==> src/rtl/multicycle_control_if.sv <==
// Control bundle between the multicycle main control FSM and the MIPS datapath.
// The FSM side takes the master modport; the datapath/IR side takes the slave modport.
interface multicycle_control_if;
  logic [5:0] Opcode;
  logic [5:0] Funct;
  logic       Zero;
  logic       MemReady;
  logic       PCWrite;
  logic       IorD;
  logic       MemRead;
  logic       MemWrite;
  logic       IRWrite;
  logic [1:0] RegDst;
  logic [1:0] MemtoReg;
  logic       RegWrite;
  logic       ALUSrcA;
  logic [1:0] ALUSrcB;
  logic [2:0] ALUOp;
  logic [1:0] PCSource;
  logic       IllegalOp;
  logic [3:0] State;

  modport master (
    input  Opcode, Funct, Zero, MemReady,
    output PCWrite, IorD, MemRead, MemWrite, IRWrite, RegDst, MemtoReg,
           RegWrite, ALUSrcA, ALUSrcB, ALUOp, PCSource, IllegalOp, State
  );

  modport slave (
    output Opcode, Funct, Zero, MemReady,
    input  PCWrite, IorD, MemRead, MemWrite, IRWrite, RegDst, MemtoReg,
           RegWrite, ALUSrcA, ALUSrcB, ALUOp, PCSource, IllegalOp, State
  );
endinterface

==> src/rtl/multicycle_control.sv <==
// Multicycle MIPS main control FSM: sequences fetch, decode, execute, memory and
// write-back, driving datapath selects, write enables and the 3-bit ALUOp.
module multicycle_control (
  input  logic                 clk,
  input  logic                 reset,
  multicycle_control_if.master bus
);

  typedef enum logic [3:0] {
    S_FETCH     = 4'd0,
    S_DECODE    = 4'd1,
    S_MEM_ADDR  = 4'd2,
    S_MEM_READ  = 4'd3,
    S_MEM_WB    = 4'd4,
    S_MEM_WRITE = 4'd5,
    S_R_EXEC    = 4'd6,
    S_R_WB      = 4'd7,
    S_I_EXEC    = 4'd8,
    S_I_WB      = 4'd9,
    S_BRANCH    = 4'd10,
    S_JUMP      = 4'd11,
    S_JAL       = 4'd12,
    S_JR        = 4'd13
  } state_t;

  localparam logic [5:0] OP_RTYPE = 6'b000000;
  localparam logic [5:0] OP_LW    = 6'b100011;
  localparam logic [5:0] OP_SW    = 6'b101011;
  localparam logic [5:0] OP_ADDI  = 6'b001000;
  localparam logic [5:0] OP_ORI   = 6'b001101;
  localparam logic [5:0] OP_ANDI  = 6'b001100;
  localparam logic [5:0] OP_LUI   = 6'b001111;
  localparam logic [5:0] OP_BEQ   = 6'b000100;
  localparam logic [5:0] OP_BNE   = 6'b000101;
  localparam logic [5:0] OP_J     = 6'b000010;
  localparam logic [5:0] OP_JAL   = 6'b000011;
  localparam logic [5:0] FN_JR    = 6'b001000;

  localparam logic [2:0] ALU_RTYPE  = 3'b111;
  localparam logic [2:0] ALU_ADD    = 3'b110;
  localparam logic [2:0] ALU_OR     = 3'b101;
  localparam logic [2:0] ALU_AND    = 3'b011;
  localparam logic [2:0] ALU_LUI    = 3'b001;
  localparam logic [2:0] ALU_ADDR   = 3'b010;
  localparam logic [2:0] ALU_BRANCH = 3'b100;

  state_t     r_state;
  state_t     w_next_state;
  logic       w_pcwrite;
  logic       w_iord;
  logic       w_memread;
  logic       w_memwrite;
  logic       w_irwrite;
  logic [1:0] w_regdst;
  logic [1:0] w_memtoreg;
  logic       w_regwrite;
  logic       w_alusrca;
  logic [1:0] w_alusrcb;
  logic [2:0] w_aluop;
  logic [1:0] w_pcsource;
  logic       w_illegal;

  // State register; reset abandons whatever instruction is in flight.
  always_ff @(posedge clk) begin
    if (reset) begin
      r_state <= S_FETCH;
    end else begin
      r_state <= w_next_state;
    end
  end

  // Next-state and per-state datapath control decode.
  always_comb begin
    w_next_state = S_FETCH;
    w_pcwrite    = 1'b0;
    w_iord       = 1'b0;
    w_memread    = 1'b0;
    w_memwrite   = 1'b0;
    w_irwrite    = 1'b0;
    w_regdst     = 2'b00;
    w_memtoreg   = 2'b00;
    w_regwrite   = 1'b0;
    w_alusrca    = 1'b0;
    w_alusrcb    = 2'b00;
    w_aluop      = 3'b000;
    w_pcsource   = 2'b00;
    w_illegal    = 1'b0;

    case (r_state)
      S_FETCH: begin
        w_memread = 1'b1;
        w_alusrcb = 2'b01;
        w_aluop   = ALU_ADD;
        if (bus.MemReady) begin
          w_irwrite    = 1'b1;
          w_pcwrite    = 1'b1;
          w_next_state = S_DECODE;
        end else begin
          w_next_state = S_FETCH;
        end
      end
      S_DECODE: begin
        // Branch target is computed speculatively into ALUOut here.
        w_alusrcb = 2'b11;
        w_aluop   = ALU_ADD;
        case (bus.Opcode)
          OP_RTYPE: begin
            if (bus.Funct == FN_JR) begin
              w_next_state = S_JR;
            end else begin
              w_next_state = S_R_EXEC;
            end
          end
          OP_LW, OP_SW:                     w_next_state = S_MEM_ADDR;
          OP_ADDI, OP_ORI, OP_ANDI, OP_LUI: w_next_state = S_I_EXEC;
          OP_BEQ, OP_BNE:                   w_next_state = S_BRANCH;
          OP_J:                             w_next_state = S_JUMP;
          OP_JAL:                           w_next_state = S_JAL;
          default: begin
            w_illegal    = 1'b1;
            w_next_state = S_FETCH;
          end
        endcase
      end
      S_MEM_ADDR: begin
        w_alusrca = 1'b1;
        w_alusrcb = 2'b10;
        w_aluop   = ALU_ADDR;
        if (bus.Opcode == OP_SW) begin
          w_next_state = S_MEM_WRITE;
        end else begin
          w_next_state = S_MEM_READ;
        end
      end
      S_MEM_READ: begin
        w_memread = 1'b1;
        w_iord    = 1'b1;
        if (bus.MemReady) begin
          w_next_state = S_MEM_WB;
        end else begin
          w_next_state = S_MEM_READ;
        end
      end
      S_MEM_WB: begin
        w_regwrite   = 1'b1;
        w_memtoreg   = 2'b01;
        w_regdst     = 2'b00;
        w_next_state = S_FETCH;
      end
      S_MEM_WRITE: begin
        w_memwrite = 1'b1;
        w_iord     = 1'b1;
        if (bus.MemReady) begin
          w_next_state = S_FETCH;
        end else begin
          w_next_state = S_MEM_WRITE;
        end
      end
      S_R_EXEC: begin
        w_alusrca    = 1'b1;
        w_alusrcb    = 2'b00;
        w_aluop      = ALU_RTYPE;
        w_next_state = S_R_WB;
      end
      S_R_WB: begin
        w_regwrite   = 1'b1;
        w_regdst     = 2'b01;
        w_memtoreg   = 2'b00;
        w_next_state = S_FETCH;
      end
      S_I_EXEC: begin
        w_alusrca = 1'b1;
        w_alusrcb = 2'b10;
        case (bus.Opcode)
          OP_ORI:  w_aluop = ALU_OR;
          OP_ANDI: w_aluop = ALU_AND;
          OP_LUI:  w_aluop = ALU_LUI;
          default: w_aluop = ALU_ADD;
        endcase
        w_next_state = S_I_WB;
      end
      S_I_WB: begin
        w_regwrite   = 1'b1;
        w_regdst     = 2'b00;
        w_memtoreg   = 2'b00;
        w_next_state = S_FETCH;
      end
      S_BRANCH: begin
        w_alusrca  = 1'b1;
        w_alusrcb  = 2'b00;
        w_aluop    = ALU_BRANCH;
        w_pcsource = 2'b01;
        if (bus.Opcode == OP_BNE) begin
          w_pcwrite = ~bus.Zero;
        end else begin
          w_pcwrite = bus.Zero;
        end
        w_next_state = S_FETCH;
      end
      S_JUMP: begin
        w_pcsource   = 2'b10;
        w_pcwrite    = 1'b1;
        w_next_state = S_FETCH;
      end
      S_JAL: begin
        // PC already holds PC+4 from fetch, so $31 gets the return address.
        w_pcsource   = 2'b10;
        w_pcwrite    = 1'b1;
        w_regwrite   = 1'b1;
        w_regdst     = 2'b10;
        w_memtoreg   = 2'b10;
        w_next_state = S_FETCH;
      end
      S_JR: begin
        w_aluop      = ALU_RTYPE;
        w_pcsource   = 2'b11;
        w_pcwrite    = 1'b1;
        w_next_state = S_FETCH;
      end
      default: begin
        w_next_state = S_FETCH;
      end
    endcase
  end

  // Write enables and requests are suppressed while reset is high so no
  // partial write can escape from an abandoned instruction.
  assign bus.PCWrite   = w_pcwrite  & ~reset;
  assign bus.IRWrite   = w_irwrite  & ~reset;
  assign bus.RegWrite  = w_regwrite & ~reset;
  assign bus.MemWrite  = w_memwrite & ~reset;
  assign bus.MemRead   = w_memread  & ~reset;
  assign bus.IllegalOp = w_illegal  & ~reset;
  assign bus.IorD      = w_iord;
  assign bus.RegDst    = w_regdst;
  assign bus.MemtoReg  = w_memtoreg;
  assign bus.ALUSrcA   = w_alusrca;
  assign bus.ALUSrcB   = w_alusrcb;
  assign bus.ALUOp     = w_aluop;
  assign bus.PCSource  = w_pcsource;
  assign bus.State     = r_state;

endmodule

==> src/flat_wrapper.sv <==
// flat-port wrapper written by rule: the top's interface ports become plain ports
module multicycle_control_flat 
  (clk, reset, bus_Opcode, bus_Funct, bus_Zero, bus_MemReady, bus_PCWrite, bus_IorD, bus_MemRead, bus_MemWrite, bus_IRWrite, bus_RegDst, bus_MemtoReg, bus_RegWrite, bus_ALUSrcA, bus_ALUSrcB, bus_ALUOp, bus_PCSource, bus_IllegalOp, bus_State);
  multicycle_control_if bus_i ();
  input  logic clk;
  input  logic reset;
  input wire logic [$bits(bus_i.Opcode)-1:0] bus_Opcode;
  input wire logic [$bits(bus_i.Funct)-1:0] bus_Funct;
  input wire logic [$bits(bus_i.Zero)-1:0] bus_Zero;
  input wire logic [$bits(bus_i.MemReady)-1:0] bus_MemReady;
  output wire logic [$bits(bus_i.PCWrite)-1:0] bus_PCWrite;
  output wire logic [$bits(bus_i.IorD)-1:0] bus_IorD;
  output wire logic [$bits(bus_i.MemRead)-1:0] bus_MemRead;
  output wire logic [$bits(bus_i.MemWrite)-1:0] bus_MemWrite;
  output wire logic [$bits(bus_i.IRWrite)-1:0] bus_IRWrite;
  output wire logic [$bits(bus_i.RegDst)-1:0] bus_RegDst;
  output wire logic [$bits(bus_i.MemtoReg)-1:0] bus_MemtoReg;
  output wire logic [$bits(bus_i.RegWrite)-1:0] bus_RegWrite;
  output wire logic [$bits(bus_i.ALUSrcA)-1:0] bus_ALUSrcA;
  output wire logic [$bits(bus_i.ALUSrcB)-1:0] bus_ALUSrcB;
  output wire logic [$bits(bus_i.ALUOp)-1:0] bus_ALUOp;
  output wire logic [$bits(bus_i.PCSource)-1:0] bus_PCSource;
  output wire logic [$bits(bus_i.IllegalOp)-1:0] bus_IllegalOp;
  output wire logic [$bits(bus_i.State)-1:0] bus_State;
  assign bus_i.Opcode = bus_Opcode;
  assign bus_i.Funct = bus_Funct;
  assign bus_i.Zero = bus_Zero;
  assign bus_i.MemReady = bus_MemReady;
  assign bus_PCWrite = bus_i.PCWrite;
  assign bus_IorD = bus_i.IorD;
  assign bus_MemRead = bus_i.MemRead;
  assign bus_MemWrite = bus_i.MemWrite;
  assign bus_IRWrite = bus_i.IRWrite;
  assign bus_RegDst = bus_i.RegDst;
  assign bus_MemtoReg = bus_i.MemtoReg;
  assign bus_RegWrite = bus_i.RegWrite;
  assign bus_ALUSrcA = bus_i.ALUSrcA;
  assign bus_ALUSrcB = bus_i.ALUSrcB;
  assign bus_ALUOp = bus_i.ALUOp;
  assign bus_PCSource = bus_i.PCSource;
  assign bus_IllegalOp = bus_i.IllegalOp;
  assign bus_State = bus_i.State;
  multicycle_control u_core (.clk(clk), .reset(reset), .bus(bus_i));
endmodule
==> config.mk <==
export PLATFORM = sky130hd
export DESIGN_NAME = multicycle_control_flat
export DESIGN_NICKNAME = d
export VERILOG_FILES = /design/src/rtl/multicycle_control_if.sv /design/src/rtl/multicycle_control.sv /design/src/flat_wrapper.sv
export SDC_FILE = /design/constraint.sdc
export NUM_CORES = 1
export LEC_CHECK = 0
export CAP_MARGIN = 20
export CORE_ASPECT_RATIO = 0.75
export CORE_MARGIN = 2
export CORE_UTILIZATION = 35
export DETAILED_ROUTE_END_ITERATION = 16
export GPL_TIMING_DRIVEN = 0
export PLACE_DENSITY = 0.7
export SLEW_MARGIN = 20
export SYNTH_ARGS = -nofsm -noshare
export SYNTH_HDL_FRONTEND = slang
export SYNTH_SLANG_ARGS = --single-unit
==> constraint.sdc <==
create_clock -name clk -period 1.9 [get_ports clk]
set_input_delay 0.19 -clock clk [delete_from_list [all_inputs] [get_ports clk]]
set_output_delay 0.19 -clock clk [all_outputs]
set_load 0.02 [all_outputs]
==> results of run 1 <==
placed cells by master (no fill, tap or decap), types with 3 or more instances in the layout:
master	n
nor3_1	12
clkbuf_2	6
clkbuf_4	7
dlygate4sd2_1	7
nor2_1	16
a21oi_1	10
nor2b_1	5
buf_4	7
nand2_1	11
clkdlybuf4s50_1	14
nand2b_1	6
xnor2_1	3
buf_2	5
nand3_1	3
o21ai_0	8
power by group:
| part | switching [mW] | internal [mW] | total [mW] | leakage (nW) |
|---|---|---|---|---|
| registers | 0.00349 | 0.0869 | 0.0904 | 0.0333 |
| logic | 0.0949 | 0.0838 | 0.179 | 0.515 |
| clock network | 0.0332 | 0.0705 | 0.104 | 0.0138 |
cell type report:
type	count	area, um^2
fillers	229	952
multi-input cells	120	748
repair buffers	38	320
plain buffers	14	110
flip-flops and latches	4	82.6
well taps	34	42.5
clock buffers	3	22.5
inverters	3	11.3
routing by layer:
| metal | GRT usage [%] | vias to the layer above |
|---|---|---|
| li1 | - | 600 |
| met5 | 0 | - |
| met3 | 2.25 | 6 |
| met2 | 30.3 | 44 |
| met1 | 30.8 | 565 |
| met4 | 9.13 | 0 |
worst reg2reg max path: stages, from the launching register on:
cell	delay (ns)
dfxtp_1	0.30
buf_4	0.16
a21oi_1	0.13
nor2_1	0.06
a2111o_1	0.39
or4b_1	0.51
o32ai_1	0.14
logic make-up (layout without fill, tap and decap cells):
kind of cell / count (synthesis) / count (layout) / share of synthesized area, %
simple gates: 76 / 76 / 47.8
compound gates: 41 / 41 / 31.7
buf+inv: 17 / 58 / 7.99
flops: 4 / 4 / 9.47
xor+xnor: 3 / 3 / 3.11
path summary, 6_finish.rpt:
check / slack, ns / cells after the start / to
hold / removal: 0.52 / 4 / u_core.bus.State[2]$_SDFF_PP0_
hold reg to reg: 0.69 / 2 / u_core.bus.State[3]$_SDFF_PP0_
setup reg to reg: 0.12 / 6 / u_core.bus.State[2]$_SDFF_PP0_
setup / recovery: 0.08 / 6 / bus_MemRead
metrics by stage:
stage	setup WS, ns	std cells	hold WS, ns
after floorplan	0.00847	141	0.407
after global placement	-0.817	211	0.772
after detailed placement	-0.836	211	0.776
after CTS	-0.165	214	0.543
after global routing	-0.0366	216	0.554
final	0.0797	216	0.517
what timing repair did:
item                                    4_1_cts  5_1_grt
endpoints found under the setup margin       19       15
pin swaps                                     2        3
buffers inserted                              0        2
resized for setup                            65       42
==> impl_metrics.tcl, run 1 <==
set metrics [dict create \
    status "complete, no violations" \
    insertion_delay_ns 0.24 \
    synth_top_area_share_pct 9.47 \
    required_ns 1.71 \
    cts_tree "done" \
    layout.nets 200 \
    drcViolationCount 0 \
    cts.sinks 4 \
    cts_made_buffers 3 \
    fin_util_pct 58.4 \
    r2r-start "u_core.bus.State[1]$_SDFF_PP0_" \
    ant_nets 0 \
    critical_path_class "register to output port" \
    diodes 0 \
    cts-hold-fix-buffers 0 \
    dr.pass1.iters 4 \
    clkTransAtPathRegs_ns 0.04 \
    wl_um 2870 \
    fp.dieH_um 46.6 \
    grt-ovfl-total 0 \
    core_area_mm2 0.00229 \
    place_hpwl_um 2190 \
    area_delta_synth_final_pct 58.1 \
    slowest_delay_ns 0.32 \
    start_util_pct 36.9 \
    fmax_mhz 549 \
    grt_use_total_pct 20.9 \
    synth-edff-count 0 \
    ys_seq_elements 4 \
    netlist_area_um2 846 \
    met2_length_um 1300 \
    antenna_found_initial 0 \
    clk_root_buffer_cell "clkbuf_4" \
    critPathBufInv 4 \
    cp-start-kind "register" \
    grt_max_degree 11 \
    design.die.area_mm2 0.00283 \
    grt_setup_unrepaired "true" \
    grt_pass1_vias 983 \
    slew_headroom_pct 72.6 \
    layout-drive-gt1-share_pct 24.2 \
    synth-seq-area-share_pct 9.47 \
    fin_crit_sh_pct 95.8 \
    power_density_mw_per_mm2 279 \
    dominantRegCellSynth "dfxtp_1" \
    yosysMostFrequentCell "nor2_1" \
    wl_met3_um 146 \
    grt_pass1_wl_um 4420 \
    cp-end-kind "output port" \
    hp-start "bus_Opcode[3]" \
    first_iter_violations 46 \
    synth_top_cells_by_area "dfxtp_1 (9.5%), nor2_1 (8.4%), nor3_1 (7.7%), a21oi_1 (5.9%), o21ai_0 (5.9%)" \
    critical_path_arrival_ns 1.63 \
    largest_reg_flops 4 \
    slew_violations 0 \
    synth_top_cell_by_area "dfxtp_1" \
    vias 1215 \
    boundaryPins 39 \
    cp-startpoint "u_core.bus.State[1]$_SDFF_PP0_" \
    avgRoutedWirePerCell_um 13.3 \
    die_w_um 60.8 \
    cap_violations 0 \
    holdCritPathClass "input port to register" \
    ys_async_sr_fraction_pct 0 \
    hold_viol 0 \
    tightest_slew_ns 0.411 \
    post_synth.cell_area_avg_um2 6.00 \
    setup_viol 0 \
    rows 15 \
    synth_cell_types 41 \
    fin_area_mm2 0.00134 \
    htreeDepth 1 \
    portBuffers 36 \
    period_minus_slack_ns 1.82 \
    leakagePower_nw 0.562 \
    ir_drop_mv 0.358 \
    synth_warnings 0 \
    gp_congestion 0.893 \
    setup_tns_ns 0 \
    placed_area_mm2 0.00125 \
    wl_met1_um 1390 \
    viasPerCell 5.63 \
    crit_fanout 10 \
    fin_worst_skew_ns 0.00512 \
    critical-path-slowest-cell "dfxtp_1" \
    cts_buffer_depth 2 \
    cpMostUsedCell "buf_4" \
    synth.top_cells.by_count "nor2_1 (19), clkbuf_1 (13), nor3_1 (13)" \
    syn_inst 141 \
    maxUsedRoutingLayer "met4" \
    syn-num-nets 157 \
    total_power_mw 0.373 \
    worstPathCellList "buf_4 -> clkbuf_4 -> buf_4 -> nor2_4 -> nor3b_2 -> clkdlybuf4s15_2" \
    path_delay_family "buffers and inverters" \
]
Note: power is estimated with default switching activity, not from simulation.
==> run 2, diff against run 1 <==
- SETUP_SLACK_MARGIN: default -> 0.1
==> run 2 against run 1 <==
Effect of this change: clock skew up 0.0064 ns; largest power group unchanged; sequential share of layout area down 0.092 points; non-clock buffer count up 4; critical path type is now register to register; critical path depth unchanged.
==> impl_metrics.tcl, run 2 (synthesis results as in run 1) <==
set metrics [dict create \
    cts.sinks 4 \
    slew_headroom_pct 71.9 \
    cts_made_buffers 3 \
    largest_reg_flops 4 \
    n_fill_cell 219 \
    vias 1222 \
    fin_worst_skew_ns 0.0116 \
    insertion_delay_ns 0.24 \
    rows 15 \
    fp.dieH_um 46.6 \
    required_ns 2.04 \
    slew_violations 0 \
    cts-hold-fix-buffers 0 \
    hold_depth 4 \
    grt_use_total_pct 23.5 \
    critical-path-slowest-cell "or4b_1" \
    area_delta_synth_final_pct 70.3 \
    dr.pass1.iters 4 \
    layout.nets 204 \
    reg2reg_to "u_core.bus.State[2]$_SDFF_PP0_" \
    ir_drop_mv 0.369 \
    wl_um 3210 \
    ant_nets 0 \
    first_iter_violations 75 \
    cts_buffer_depth 2 \
    final_common_cell "nor2_1" \
    critical_path_arrival_ns 1.95 \
    cp-end-kind "register" \
    grt-ovfl-total 0 \
    leakagePower_nw 0.605 \
    mostFrequentLayoutCells "nor2_1 (15), clkdlybuf4s50_1 (13), buf_4 (12)" \
    place_inst 211 \
    design.die.area_mm2 0.00283 \
    hp-start "bus_Opcode[5]" \
    critPathBufInv 1 \
    holdCritPathClass "input port to register" \
    grt_pass1_vias 1052 \
    path_delay_family "simple AND/OR/NAND/NOR gates" \
    clk_root_buffer_cell "clkbuf_4" \
    cap_violations 0 \
    critical_path_class "register to register" \
    instances_no_fill 220 \
    cp-start-kind "register" \
    period_minus_slack_ns 1.81 \
    gp_congestion 0.830 \
    drcViolationCount 0 \
    worstPathCellList "buf_6 -> or2b_4 -> nor2_1 -> a2111o_1 -> or4b_1 -> o32ai_2" \
    whs_ns 0.572 \
    ff2ff_path_depth 6 \
    tightest_slew_ns 0.421 \
    diodes 0 \
    layout-drive-gt1-share_pct 29.0 \
    power_density_mw_per_mm2 266 \
    boundaryPins 39 \
    holdPathEnd "u_core.bus.State[2]$_SDFF_PP0_" \
    htreeDepth 1 \
    avgRoutedWirePerCell_um 14.6 \
    grt_pass1_wl_um 4930 \
    clkTransAtPathRegs_ns 0.04 \
    core_area_mm2 0.00229 \
    grt_setup_unrepaired "true" \
    antenna_found_initial 0 \
    reg2reg_slack_ns 0.09 \
    place_hpwl_um 2210 \
    portBuffers 36 \
    fin_crit_sh_pct 95.1 \
    r2r-start "u_core.bus.State[1]$_SDFF_PP0_" \
    slowest_delay_ns 0.55 \
    start_util_pct 36.9 \
    setup_viol 0 \
    status "complete, no violations" \
    cts_tree "done" \
    grt_max_degree 11 \
    fmax_mhz 554 \
    viasPerCell 5.55 \
    hold_viol 0 \
    crit_fanout 10 \
    die_w_um 60.8 \
]
==> run 2: changes by cell type in the layout (fill, tap and decap cells not counted), sizes merged <==
cell	previous run	this run
clkdlybuf4s50	14	13
clkbuf	15	14
buf	15	18
inv	3	2
clkinvlp	0	1
dlymetal6s2s	2	1
dlygate4sd1	0	1
dlygate4sd2	7	10
==> run 2: worst max path at each step <==
stage | from | endpoint | slack [ns] | cells after the start
final | u_core.bus.State[1]$_SDFF_PP0_ | u_core.bus.State[2]$_SDFF_PP0_ | 0.09 | 6
after global routing | u_core.bus.State[1]$_SDFF_PP0_ | u_core.bus.State[2]$_SDFF_PP0_ | 0.02 | 6
after CTS | u_core.bus.State[1]$_SDFF_PP0_ | bus_IllegalOp | 0.10 | 7
after detailed placement | bus_Opcode[2] | bus_PCWrite | -0.81 | 8
after global placement | bus_Opcode[2] | bus_PCWrite | -0.84 | 8
after floorplan | u_core.bus.State[3]$_SDFF_PP0_ | bus_MemtoReg[1] | 0.04 | 4
==> run 2: repair_timing <==
| item | 4_1_cts | 5_1_grt |
|---|---|---|
| cloned | 0 | 0 |
| pin swaps | 4 | 4 |
| endpoints found under the setup margin | 20 | 17 |
| resized for setup | 94 | 21 |
| buffers inserted | 5 | 1 |
==> run 2: layout make-up <==
class	instances	area (um^2)	share of cell area [%]
Tap cell	34	42.5	2.95
Inverter	3	15.0	1.04
Buffer	14	153	10.6
Sequential cell	4	87.6	6.08
Multi-Input combinational cell	120	761	52.8
Clock buffer	3	22.5	1.56
Timing Repair Buffer	42	359	24.9
==> run 2: per-layer routing <==
| layer | part of all wire [%] | track usage [%] | vias to the layer above |
|---|---|---|---|
| li1 | - | - | 605 |
| met1 | 48 | 35.5 | 575 |
| met2 | 46 | 33.8 | 40 |
| met3 | 6.3 | 4.78 | 2 |
| met4 | 0.31 | 5.22 | 0 |
| met5 | 0 | 0 | - |
==> run 2: worst min-delay path, delay by kind of cell <==
| kind | cells | cell delay, ns |
|---|---|---|
| buf+inv | 1 | 0.28 |
| compound gates | 1 | 0.08 |
| simple gates | 2 | 0.21 |
==> run 2: power by group <==
group	internal (mW)	switching, mW	leakage [nW]
Sequential	0.0856	0.00412	0.0346
Combinational	0.0868	0.0989	0.556
Clock	0.0707	0.0367	0.0138
==> run 2: per-stage QoR <==
step                cell area, um^2  setup WS (ns)  setup TNS [ns]  total power [mW]  util, %
floorplan                       867         0.0382               0             0.183        -
global placement               1270         -0.842           -7.69             0.253     55.5
detailed placement             1270         -0.809           -7.83             0.254     55.5
CTS                            1400          0.103               0             0.378     61.3
global route                   1440         0.0237               0             0.403     62.9
finish                         1440         0.0935               0             0.383     62.9
